===== src/rtl/ultrasonic_scan_scheduler.sv =====
// Round-robin trigger/echo timing engine shared by up to 8 ultrasonic sensors.
// Define ULTRASONIC_CM_CONVERT_EN to report centimetres through a serial divider.
module ultrasonic_scan_scheduler #(
  parameter int N_SENSORS      = 4,
  parameter int CNT_W          = 22,
  parameter int TRIG_CYCLES    = 500,
  parameter int TIMEOUT_CYCLES = 1900000,
  parameter int HOLDOFF_CYCLES = 500000,
  localparam int ID_W = (N_SENSORS > 1) ? $clog2(N_SENSORS) : 1
) (
  input  logic                 CLOCK_50,
  input  logic                 reset,
  input  logic                 enable,
  input  logic [N_SENSORS-1:0] sensor_mask,
  output logic [N_SENSORS-1:0] trig,
  input  logic [N_SENSORS-1:0] echo,
  output logic [CNT_W-1:0]     result,
  output logic [ID_W-1:0]      result_id,
  output logic                 result_valid,
  output logic                 timeout,
  output logic                 busy
);

  localparam int M1   = (TRIG_CYCLES > TIMEOUT_CYCLES) ? TRIG_CYCLES : TIMEOUT_CYCLES;
  localparam int M2   = (M1 > HOLDOFF_CYCLES) ? M1 : HOLDOFF_CYCLES;
  localparam int MAXC = (M2 > CNT_W) ? M2 : CNT_W;
  localparam int TW   = $clog2(MAXC + 1);

`ifdef ULTRASONIC_CM_CONVERT_EN
  localparam logic [CNT_W-1:0] TO_RES = CNT_W'(9999);
  localparam logic [CNT_W:0]   DIVSR  = (CNT_W+1)'(2900);
`else
  localparam logic [CNT_W-1:0] TO_RES = CNT_W'(TIMEOUT_CYCLES);
`endif

  typedef enum logic [2:0] {
    S_IDLE, S_TRIG, S_ARM, S_MEAS, S_DIV, S_RES, S_HOLD
  } state_t;

  state_t state_q, state_d;
  logic [ID_W-1:0]      ptr_q, ptr_d;
  logic [ID_W-1:0]      sel_q, sel_d;
  logic [TW-1:0]        cnt_q, cnt_d;
  logic [CNT_W-1:0]     ecnt_q, ecnt_d;
  logic [N_SENSORS-1:0] sync1_q, sync2_q;
  logic                 prev_q;
  logic [N_SENSORS-1:0] trig_q, trig_d;
  logic [CNT_W-1:0]     result_q, result_d;
  logic [ID_W-1:0]      id_q, id_d;
  logic                 valid_q, valid_d;
  logic                 tout_q, tout_d;

`ifdef ULTRASONIC_CM_CONVERT_EN
  logic [CNT_W-1:0] quo_q, quo_d;
  logic [CNT_W-1:0] rem_q, rem_d;
  logic [CNT_W:0]   rs;
`endif

  logic            echo_s;
  logic            found;
  logic [ID_W-1:0] pick;
  logic [ID_W-1:0] nxt;
  logic            to_hit;
  logic            end_slot;

  function automatic logic [ID_W-1:0] wrap_idx(
    input logic [ID_W-1:0] base,
    input int              k
  );
    int s;
    s = int'(base) + k;
    if (s >= N_SENSORS) s = s - N_SENSORS;
    return ID_W'(s);
  endfunction

  assign echo_s = sync2_q[sel_q];
  assign to_hit = (cnt_q == TW'(TIMEOUT_CYCLES - 1));
  assign nxt    = (sel_q == ID_W'(N_SENSORS - 1)) ? '0 : sel_q + 1'b1;

  always_comb begin
    found = 1'b0;
    pick  = '0;
    for (int k = 0; k < N_SENSORS; k++) begin
      if (!found && sensor_mask[wrap_idx(ptr_q, k)]) begin
        found = 1'b1;
        pick  = wrap_idx(ptr_q, k);
      end
    end
  end

  always_comb begin
    state_d  = state_q;
    ptr_d    = ptr_q;
    sel_d    = sel_q;
    cnt_d    = cnt_q;
    ecnt_d   = ecnt_q;
    result_d = result_q;
    id_d     = id_q;
    tout_d   = tout_q;
    valid_d  = 1'b0;
    end_slot = 1'b0;
`ifdef ULTRASONIC_CM_CONVERT_EN
    quo_d    = quo_q;
    rem_d    = rem_q;
    rs       = '0;
`endif
    unique case (state_q)
      S_IDLE: begin
        if (enable && found) begin
          sel_d   = pick;
          cnt_d   = '0;
          state_d = S_TRIG;
        end
      end
      S_TRIG: begin
        if (cnt_q == TW'(TRIG_CYCLES - 1)) begin
          cnt_d   = '0;
          ecnt_d  = '0;
          state_d = S_ARM;
        end else begin
          cnt_d = cnt_q + 1'b1;
        end
      end
      S_ARM: begin
        // A stale high echo never looks like a rising edge.
        if (to_hit) begin
          end_slot = 1'b1;
          result_d = TO_RES;
          tout_d   = 1'b1;
        end else begin
          cnt_d = cnt_q + 1'b1;
          if (echo_s && !prev_q) begin
            ecnt_d  = CNT_W'(1);
            state_d = S_MEAS;
          end
        end
      end
      S_MEAS: begin
        if (to_hit) begin
          end_slot = 1'b1;
          result_d = TO_RES;
          tout_d   = 1'b1;
        end else if (!echo_s) begin
`ifdef ULTRASONIC_CM_CONVERT_EN
          quo_d   = ecnt_q;
          rem_d   = '0;
          cnt_d   = '0;
          state_d = S_DIV;
`else
          state_d = S_RES;
`endif
        end else begin
          cnt_d = cnt_q + 1'b1;
          if (ecnt_q != '1) ecnt_d = ecnt_q + 1'b1;
        end
      end
      S_DIV: begin
`ifdef ULTRASONIC_CM_CONVERT_EN
        rs = {rem_q, quo_q[CNT_W-1]};
        if (rs >= DIVSR) begin
          rem_d = CNT_W'(rs - DIVSR);
          quo_d = {quo_q[CNT_W-2:0], 1'b1};
        end else begin
          rem_d = CNT_W'(rs);
          quo_d = {quo_q[CNT_W-2:0], 1'b0};
        end
        cnt_d = cnt_q + 1'b1;
        if (cnt_q == TW'(CNT_W - 1)) state_d = S_RES;
`else
        state_d = S_RES;
`endif
      end
      S_RES: begin
        end_slot = 1'b1;
        tout_d   = 1'b0;
`ifdef ULTRASONIC_CM_CONVERT_EN
        result_d = quo_q;
`else
        result_d = ecnt_q;
`endif
      end
      S_HOLD: begin
        if (cnt_q == TW'(HOLDOFF_CYCLES - 1)) begin
          cnt_d   = '0;
          state_d = S_IDLE;
        end else begin
          cnt_d = cnt_q + 1'b1;
        end
      end
      default: state_d = S_IDLE;
    endcase
    if (end_slot) begin
      valid_d = 1'b1;
      id_d    = sel_q;
      ptr_d   = nxt;
      cnt_d   = '0;
      state_d = S_HOLD;
    end
  end

  always_comb begin
    trig_d = '0;
    if (state_d == S_TRIG) trig_d[sel_d] = 1'b1;
  end

  always_ff @(posedge CLOCK_50) begin
    if (reset) begin
      state_q  <= S_IDLE;
      ptr_q    <= '0;
      sel_q    <= '0;
      cnt_q    <= '0;
      ecnt_q   <= '0;
      sync1_q  <= '0;
      sync2_q  <= '0;
      prev_q   <= 1'b0;
      trig_q   <= '0;
      result_q <= '0;
      id_q     <= '0;
      valid_q  <= 1'b0;
      tout_q   <= 1'b0;
`ifdef ULTRASONIC_CM_CONVERT_EN
      quo_q    <= '0;
      rem_q    <= '0;
`endif
    end else begin
      state_q  <= state_d;
      ptr_q    <= ptr_d;
      sel_q    <= sel_d;
      cnt_q    <= cnt_d;
      ecnt_q   <= ecnt_d;
      sync1_q  <= echo;
      sync2_q  <= sync1_q;
      prev_q   <= echo_s;
      trig_q   <= trig_d;
      result_q <= result_d;
      id_q     <= id_d;
      valid_q  <= valid_d;
      tout_q   <= tout_d;
`ifdef ULTRASONIC_CM_CONVERT_EN
      quo_q    <= quo_d;
      rem_q    <= rem_d;
`endif
    end
  end

  assign trig         = trig_q;
  assign result       = result_q;
  assign result_id    = id_q;
  assign result_valid = valid_q;
  assign timeout      = tout_q;
  assign busy         = (state_q != S_IDLE);

endmodule


===== config.mk =====
export PLATFORM = sky130hd
export DESIGN_NAME = ultrasonic_scan_scheduler
export DESIGN_NICKNAME = d
export VERILOG_FILES = /design/src/rtl/ultrasonic_scan_scheduler.sv
export SDC_FILE = /design/constraint.sdc
export NUM_CORES = 1
export LEC_CHECK = 0
export BUFFER_PORTS_ARGS = -buffer_cell sky130_fd_sc_hd__buf_2
export CORE_UTILIZATION = 50
export CTS_BUF_LIST = sky130_fd_sc_hd__clkbuf_8
export DETAILED_ROUTE_END_ITERATION = 8
export PLACE_DENSITY_LB_ADDON = 0.2
export SLEW_MARGIN = 20
export SYNTH_ARGS = -nofsm -noshare
export SYNTH_HDL_FRONTEND = slang
export SYNTH_SLANG_ARGS = --single-unit

===== constraint.sdc =====
create_clock -name CLOCK_50 -period 5 [get_ports CLOCK_50]
set_input_delay 0.5 -clock CLOCK_50 [delete_from_list [all_inputs] [get_ports CLOCK_50]]
set_output_delay 0.5 -clock CLOCK_50 [all_outputs]
set_load 0.005 [all_outputs]

==> results of run 1 <==
-- layer usage --
layer | vias up | share of wire | wire length (µm) | global-route usage
met5 | - | 0 | 0 | 0
met4 | 0 | 0.018 | 174 | 0.09744
met3 | 19 | 0.036 | 352 | 0.03722
met2 | 95 | 0.49 | 4783 | 0.3978
met1 | 1821 | 0.46 | 4497 | 0.3025
li1 | 1891 | - | - | -
-- final cells by class --
cell class	count	area (µm²)	area share
timing repair buffer	42	212.7	0.04585
sequential	89	1782	0.3840
clock buffer	12	165.2	0.03560
multi-input combinational	372	2283	0.4922
clock inverter	4	50.05	0.01079
inverter	4	15.01	0.003236
tap	105	131.4	0.02832
-- synth_stat cells (3+ instances only) --
| library cell | number | area share |
|---|---|---|
| o31ai_1 | 12 | 0.021 |
| nor4_1 | 15 | 0.022 |
| buf_1 | 3 | 0.0027 |
| nand2b_1 | 5 | 0.0074 |
| xnor2_1 | 12 | 0.025 |
| and3_1 | 10 | 0.015 |
| and4_1 | 8 | 0.017 |
| o21ai_1 | 6 | 0.0071 |
| nand2_1 | 34 | 0.030 |
| o41ai_1 | 3 | 0.0062 |
| or4_1 | 15 | 0.027 |
| xor2_1 | 4 | 0.0083 |
| a21oi_1 | 40 | 0.047 |
| nor3b_1 | 4 | 0.0071 |
| a31oi_1 | 10 | 0.015 |
| nand4b_1 | 4 | 0.0083 |
| ha_1 | 3 | 0.0089 |
| o21ai_0 | 3 | 0.0035 |
| inv_1 | 4 | 0.0035 |
| nand3_1 | 31 | 0.037 |
| mux2i_1 | 6 | 0.014 |
| clkbuf_1 | 24 | 0.021 |
| nand4_1 | 8 | 0.012 |
| nor2_1 | 55 | 0.049 |
| nor2b_1 | 11 | 0.016 |
| dfxtp_1 | 89 | 0.42 |
| nor3_1 | 34 | 0.040 |
| buf_2 | 6 | 0.0071 |
-- through the flow --
| stage | util | hold WS [ns] | power, mW |
|---|---|---|---|
| 2_1_floorplan | - | 0.4138 | 0.7912 |
| 3_3_place_gp | 0.5385 | 0.4192 | 0.8044 |
| 3_5_place_dp | 0.5385 | 0.4254 | 0.8061 |
| 4_1_cts | 0.5646 | 0.3292 | 1.334 |
| 5_1_grt | 0.5646 | 0.3385 | 1.374 |
| 6_report | 0.5646 | 0.3360 | 1.323 |
-- flip-flops by register name, summed over array words and instances (netlist names) --
name,count
result_id,2
result_valid,1
cnt_q,21
state_q,3
sync1_q,4
prev_q,1
result,22
ecnt_q,22
trig,4
sync2_q,4
ptr_q,2
sel_q,2
timeout,1
-- worst min-delay path by stage --
stage / to / slack [ns] / cells after the start
after CTS: sync1_q[0] / 0.33 / 2
after detailed placement: sync2_q[3] / 0.43 / 1
after global placement: sync2_q[2] / 0.42 / 1
after floorplan: sync2_q[0] / 0.41 / 1
final: sync1_q[1] / 0.34 / 2
after global routing: sync1_q[1] / 0.34 / 2
-- critical path, stage by stage (launching register included) --
cell and delay [ns]:
dfxtp_1 0.42, ha_1 0.22, nand3_1 0.34, nor4_2 0.61, and4_1 0.94, nor3_1 0.19
nand2b_1 0.52, nor2_1 0.11
-- power by group through the flow --
stage	registers, mW	clock network [mW]	logic [mW]
CTS	0.722	0.544	0.0678
detailed placement	0.739	0	0.0675
finish	0.722	0.533	0.0674
global route	0.724	0.575	0.0753
floorplan	0.736	0	0.0548
global placement	0.738	0	0.0661
-- cell families (layout without fill, tap and decap cells) --
| group | count (synthesis) | after routing | share of synthesized area |
|---|---|---|---|
| buffers and inverters | 39 | 62 | 0.03989 |
| flip-flops | 89 | 89 | 0.4208 |
| AO/OA/AOI/OAI | 94 | 94 | 0.1445 |
| XOR/XNOR | 16 | 16 | 0.03310 |
| adder cells (fa/ha/maj) | 3 | 3 | 0.008866 |
| AND/OR/NAND/NOR | 252 | 252 | 0.3333 |
| multiplexers | 7 | 7 | 0.01950 |
==> metrics.md, run 1 <==
| Metric | Value |
|---|---|
| Run status | completed |
| R2R setup slack | 1.52 ns |
| Core Region | 8217 µm² |
| Max-Slew Margin vs Limit | 0.3469 |
| Crit path launch type | register |
| Hold Crit Start | echo[1] |
| Place WS | 1.617 ns |
| First-pass GRT wire length | 16660 µm |
| First DRT Iteration DRCs | 170 |
| Hold Vio Cnt, Final | 0 |
| Max-cap violations | 0 |
| DIE AREA | 8840 µm² |
| Worst-Margin Slew | 0.9796 ns |
| R2R Path End | cnt_q[18] |
| Total track usage | 0.2374 |
| Drt drc | 0 |
| Setup CP Type | register to register |
| Pre-antenna DRT Iters | 5 |
| Reg power frac | 0.546 |
| # diodes | 0 |
| Setup crit end | cnt_q[18] |
| Die Height | 94.02 µm |
| Min Tclk post-route | 3.484 ns |
| Area Overhead vs Synth | 9.574% |
| Ys flop type | dfxtp_1 |
| PwrDens | 285.1 nW/µm² |
| Number of synthesis warnings | 0 |
| Clock power share | 0.403 |
| Final worst slack | 1.516 ns |
| Setup violators final | 0 |
| Antenna Nets Post-Route | 0 |
| Non-Filler Instances | 628 |
| Launch point of the worst path | cnt_q[0] |
| H-tree depth | 3 |
| Post-Syn Nets | 514 |
| Hold Crit Class | input pin to register |
| WP data required | 5.23 ns |
| Gpl congestion | 0.8802 |
| Post-DP HPWL | 6616 µm |
| Die width | 94.02 µm |
| Placed Cells incl. Taps | 612 |
| I/O Buffers | 41 |
| Async SR Flop Fraction | 0 |
| Clk_lat worst skew | 0.36 ns |
| Resized Gates After CTS | 0 |
| Share of layout cells above drive strength 1 | 0.1262 |
| Arrival @ worst endpoint | 3.72 ns |
| Max Fanout on Critical Path | 27 |
| # clock sinks | 89 |
| Int Pwr | 1.011 mW |
| Vias per cell | 6.092 |
| Setup TNS | 0 ns |
| Fin. max-slew vios | 0 |
| Lkg Pwr | 1.670 nW |
| Number of synthesized flops with an enable pin | 0 |
| Combinational share of power | 0.051 |
| Starting Density | 0.5153 |
| Routed via count | 3826 |
| Worst R2R Path Depth | 7 |
| Mapped Cells | 500 |
| # fillers | 786 |
| Number of synthesized register bits | 89 |
| CTS tree | yes |
| Initial antenna violation count | 0 |
| Wirelength per Cell | 15.62 µm |
| Clock buffer depth | 2 |
| Switching share of power | 0.2353 |
| FF-to-FF Start | cnt_q[0] |
| CTS Buf Count | 9 |
| Clock slew at reported path FFs | 0.09 ns |
| Sequential-to-total area share from yosys stat | 0.4208 |
| Area after DPL | 4424 µm² |
| Root Buffer | clkbuf_8 |
| Hold_buf cts | 0 |
| Vias in the first global route | 3559 |
| FMAX | 287.1 MHz |
| Post-synth cell types | 59 |
| Syn Std Cell Area | 4234 µm² |
| Rows | 33 |
| Final wirelength | 9807 µm |
| Setup bufs post-CTS | 0 |
| Final period util | 0.6967 |
| Largest net degree at the start of global routing | 49 |
| Nets | 532 |
| IO Pins | 42 |
| Total global routing overflow | 0 |
| Psw | 0.3112 mW |
| RSZ-0062 raised after global routing | no |
| Finished Cell Area | 4639 µm² |
| VDD IR max | 0.1474 mV |
| Commonest cells after routing, fill and taps aside | dfxtp_1, nor2_1, buf_2 |
| Worst Skew | 0.009462 ns |
| Commonest non-fill, non-tap cell in the layout | dfxtp_1 |
| Critical Path End Type | register |
| Syn Area/Cell | 8.468 µm² |
(Power assumes the default switching activity.)
==> run 2: changes to the inputs <==
==> constraint.sdc (replaced) <==
create_clock -name CLOCK_50 -period 3.2 [get_ports CLOCK_50]
set_input_delay 0.32 -clock CLOCK_50 [delete_from_list [all_inputs] [get_ports CLOCK_50]]
set_output_delay 0.32 -clock CLOCK_50 [all_outputs]
set_load 0.005 [all_outputs]
==> metrics.md, run 2 (synthesized netlist as in run 1, its figures left out) <==
| Metric | Value |
|---|---|
| Place WS | 0.1733 ns (was 1.617 ns) |
| Power Total | 2.114 mW (was 1.323 mW) |
| Commonest cells after routing, fill and taps aside | dfxtp_1, nor2_1, buf_2 (unchanged) |
| Nets | 542 (was 532) |
| Crit path launch type | register (unchanged) |
| CTS Buf Count | 9 (unchanged) |
| Worst Skew | 0.007361 ns (was 0.009462 ns) |
| Setup bufs post-CTS | 0 (unchanged) |
| Root Buffer | clkbuf_8 (unchanged) |
| Clk_lat worst skew | 0.35 ns (was 0.36 ns) |
| WP data required | 3.42 ns (was 5.23 ns) |
| Post-DP HPWL | 6790 µm (was 6616 µm) |
| Hold EP | sync1_q[2] (was sync1_q[1]) |
| Worst hold slack | 0.1686 ns (was 0.3360 ns) |
| Arrival @ worst endpoint | 3.17 ns (was 3.72 ns) |
| First-pass GRT wire length | 16500 µm (was 16660 µm) |
| Vias per cell | 6.107 (was 6.092) |
| Non-Filler Instances | 638 (was 628) |
| Switching share of power | 0.2239 (was 0.2353) |
| Fin. max-slew vios | 0 (unchanged) |
| WP buf/inv | 0 (unchanged) |
| Psw | 0.4733 mW (was 0.3112 mW) |
| Total global routing overflow | 0 (unchanged) |
| Gpl congestion | 0.8383 (was 0.8802) |
| Run status | completed (unchanged) |
| Critical Path End Type | register (unchanged) |
| Hold Crit Class | input pin to register (unchanged) |
| First DRT Iteration DRCs | 146 (was 170) |
| Share of layout cells above drive strength 1 | 0.1426 (was 0.1262) |
| Die width | 94.02 µm (unchanged) |
| Worst Hold Depth | 2 (unchanged) |
| Cell family with most CP delay | simple AND/OR/NAND/NOR gates (unchanged) |
| R2R Path End | ecnt_q[5] (was cnt_q[18]) |
| Area Overhead vs Synth | 11.79% (was 9.574%) |
| Setup TNS | 0 ns (unchanged) |
| Reg power frac | 0.534 (was 0.546) |
| Final wirelength | 10190 µm (was 9807 µm) |
| R2R setup slack | 0.25 ns (was 1.52 ns) |
| Clock power share | 0.412 (was 0.403) |
| Clock slew at reported path FFs | 0.09 ns (about the same) |
| Total track usage | 0.2355 (was 0.2374) |
| # clock sinks | 89 (unchanged) |
| Rows | 33 (unchanged) |
| Highest-delay cell along the critical path | or4b_4 (was and4_1) |
| Combinational share of power | 0.055 (was 0.051) |
| Max Fanout on Critical Path | 19 (was 27) |
| Critical-path cell list | ha_1 > or4b_4 > nor4b_4 > a21o_4 > nand4_2 > o31ai_1 > a21oi_1 (was ha_1 > nand3_1 > nor4_2 > and4_1 > nor3_1 > nand2b_1 > nor2_1) |
| Worst R2R Path Depth | 7 (unchanged) |
| Core Region | 8217 µm² (unchanged) |
| Wirelength per Cell | 15.98 µm (was 15.62 µm) |
| FMAX | 339.0 MHz (was 287.1 MHz) |
| Max-Slew Margin vs Limit | 0.4070 (was 0.3469) |
| Worst-Margin Slew | 0.8895 ns (was 0.9796 ns) |
| Final core utilization | 0.5761 (was 0.5646) |
| H-tree depth | 3 (unchanged) |
| Pre-antenna DRT Iters | 4 (was 5) |
| # diodes | 0 (unchanged) |
| Setup violators final | 0 (unchanged) |
| RSZ-0062 raised after global routing | no (unchanged) |
| Commonest non-fill, non-tap cell in the layout | dfxtp_1 (unchanged) |
| Antenna Nets Post-Route | 0 (unchanged) |
| Clock buffer depth | 2 (unchanged) |
| IO Pins | 42 (unchanged) |
| CTS tree | yes (unchanged) |
| VDD IR max | 0.2129 mV (was 0.1474 mV) |
| Routed via count | 3896 (was 3826) |
| Min Tclk post-route | 2.950 ns (was 3.484 ns) |
| Int Pwr | 1.641 mW (was 1.011 mW) |
| Hold Vio Cnt, Final | 0 (unchanged) |
| Final period util | 0.9217 (was 0.6967) |
| Initial antenna violation count | 0 (unchanged) |
| Starting Density | 0.5153 (unchanged) |
| PwrDens | 446.7 nW/µm² (was 285.1 nW/µm²) |
| Max-cap violations | 0 (unchanged) |
| Finished Cell Area | 4733 µm² (was 4639 µm²) |
| DIE AREA | 8840 µm² (unchanged) |
| Placed Cells incl. Taps | 621 (was 612) |
| Setup CP Type | register to register (unchanged) |
| Largest net degree at the start of global routing | 49 (unchanged) |
| Drt drc | 0 (unchanged) |
| Lkg Pwr | 1.725 nW (was 1.670 nW) |
| Hold_buf cts | 0 (unchanged) |
| Vias in the first global route | 3483 (was 3559) |
| Delay of the slowest cell on the worst path | 0.49 ns (was 0.94 ns) |
| Hold Crit Start | echo[2] (was echo[1]) |
| FF-to-FF Start | cnt_q[0] (unchanged) |
| Die Height | 94.02 µm (unchanged) |
| I/O Buffers | 41 (unchanged) |
| Resized Gates After CTS | 0 (unchanged) |
| Final worst slack | 0.2504 ns (was 1.516 ns) |
| Area after DPL | 4492 µm² (was 4424 µm²) |
run 2: final cells by class:
class	instances	area (µm²)
Timing Repair Buffer	51	280.3
Tap cell	105	131.4
Inverter	4	15.01
Sequential cell	89	1782
Fill cell	754	3483
Clock inverter	5	77.57
Multi-Input combinational cell	373	2296
Clock buffer	11	151.4
run 2: power groups by stage:
stage	logic (mW)	registers [mW]	clock network (mW)
6_report	0.116	1.13	0.870
2_1_floorplan	0.0857	1.15	0
3_5_place_dp	0.111	1.15	0
5_1_grt	0.128	1.13	0.939
4_1_cts	0.111	1.13	0.884
3_3_place_gp	0.109	1.15	0
run 2: metal layers:
metal  part of all wire  global-route usage
met3              0.047             0.04612
met4              0.012             0.07179
met1               0.46              0.3012
met5                  0                   0
met2               0.49              0.3984
run 2: worst max-delay path by stage:
stage                         from         end  slack [ns]  cells past startpoint
after CTS                 cnt_q[0]   ecnt_q[5]        0.15                      7
after floorplan           cnt_q[0]  ecnt_q[11]        0.71                      8
after global placement    cnt_q[0]   ecnt_q[3]        0.31                      7
after global routing      cnt_q[0]   ecnt_q[5]        0.09                      7
final                     cnt_q[0]   ecnt_q[5]        0.25                      7
after detailed placement  cnt_q[0]   ecnt_q[5]        0.17                      7
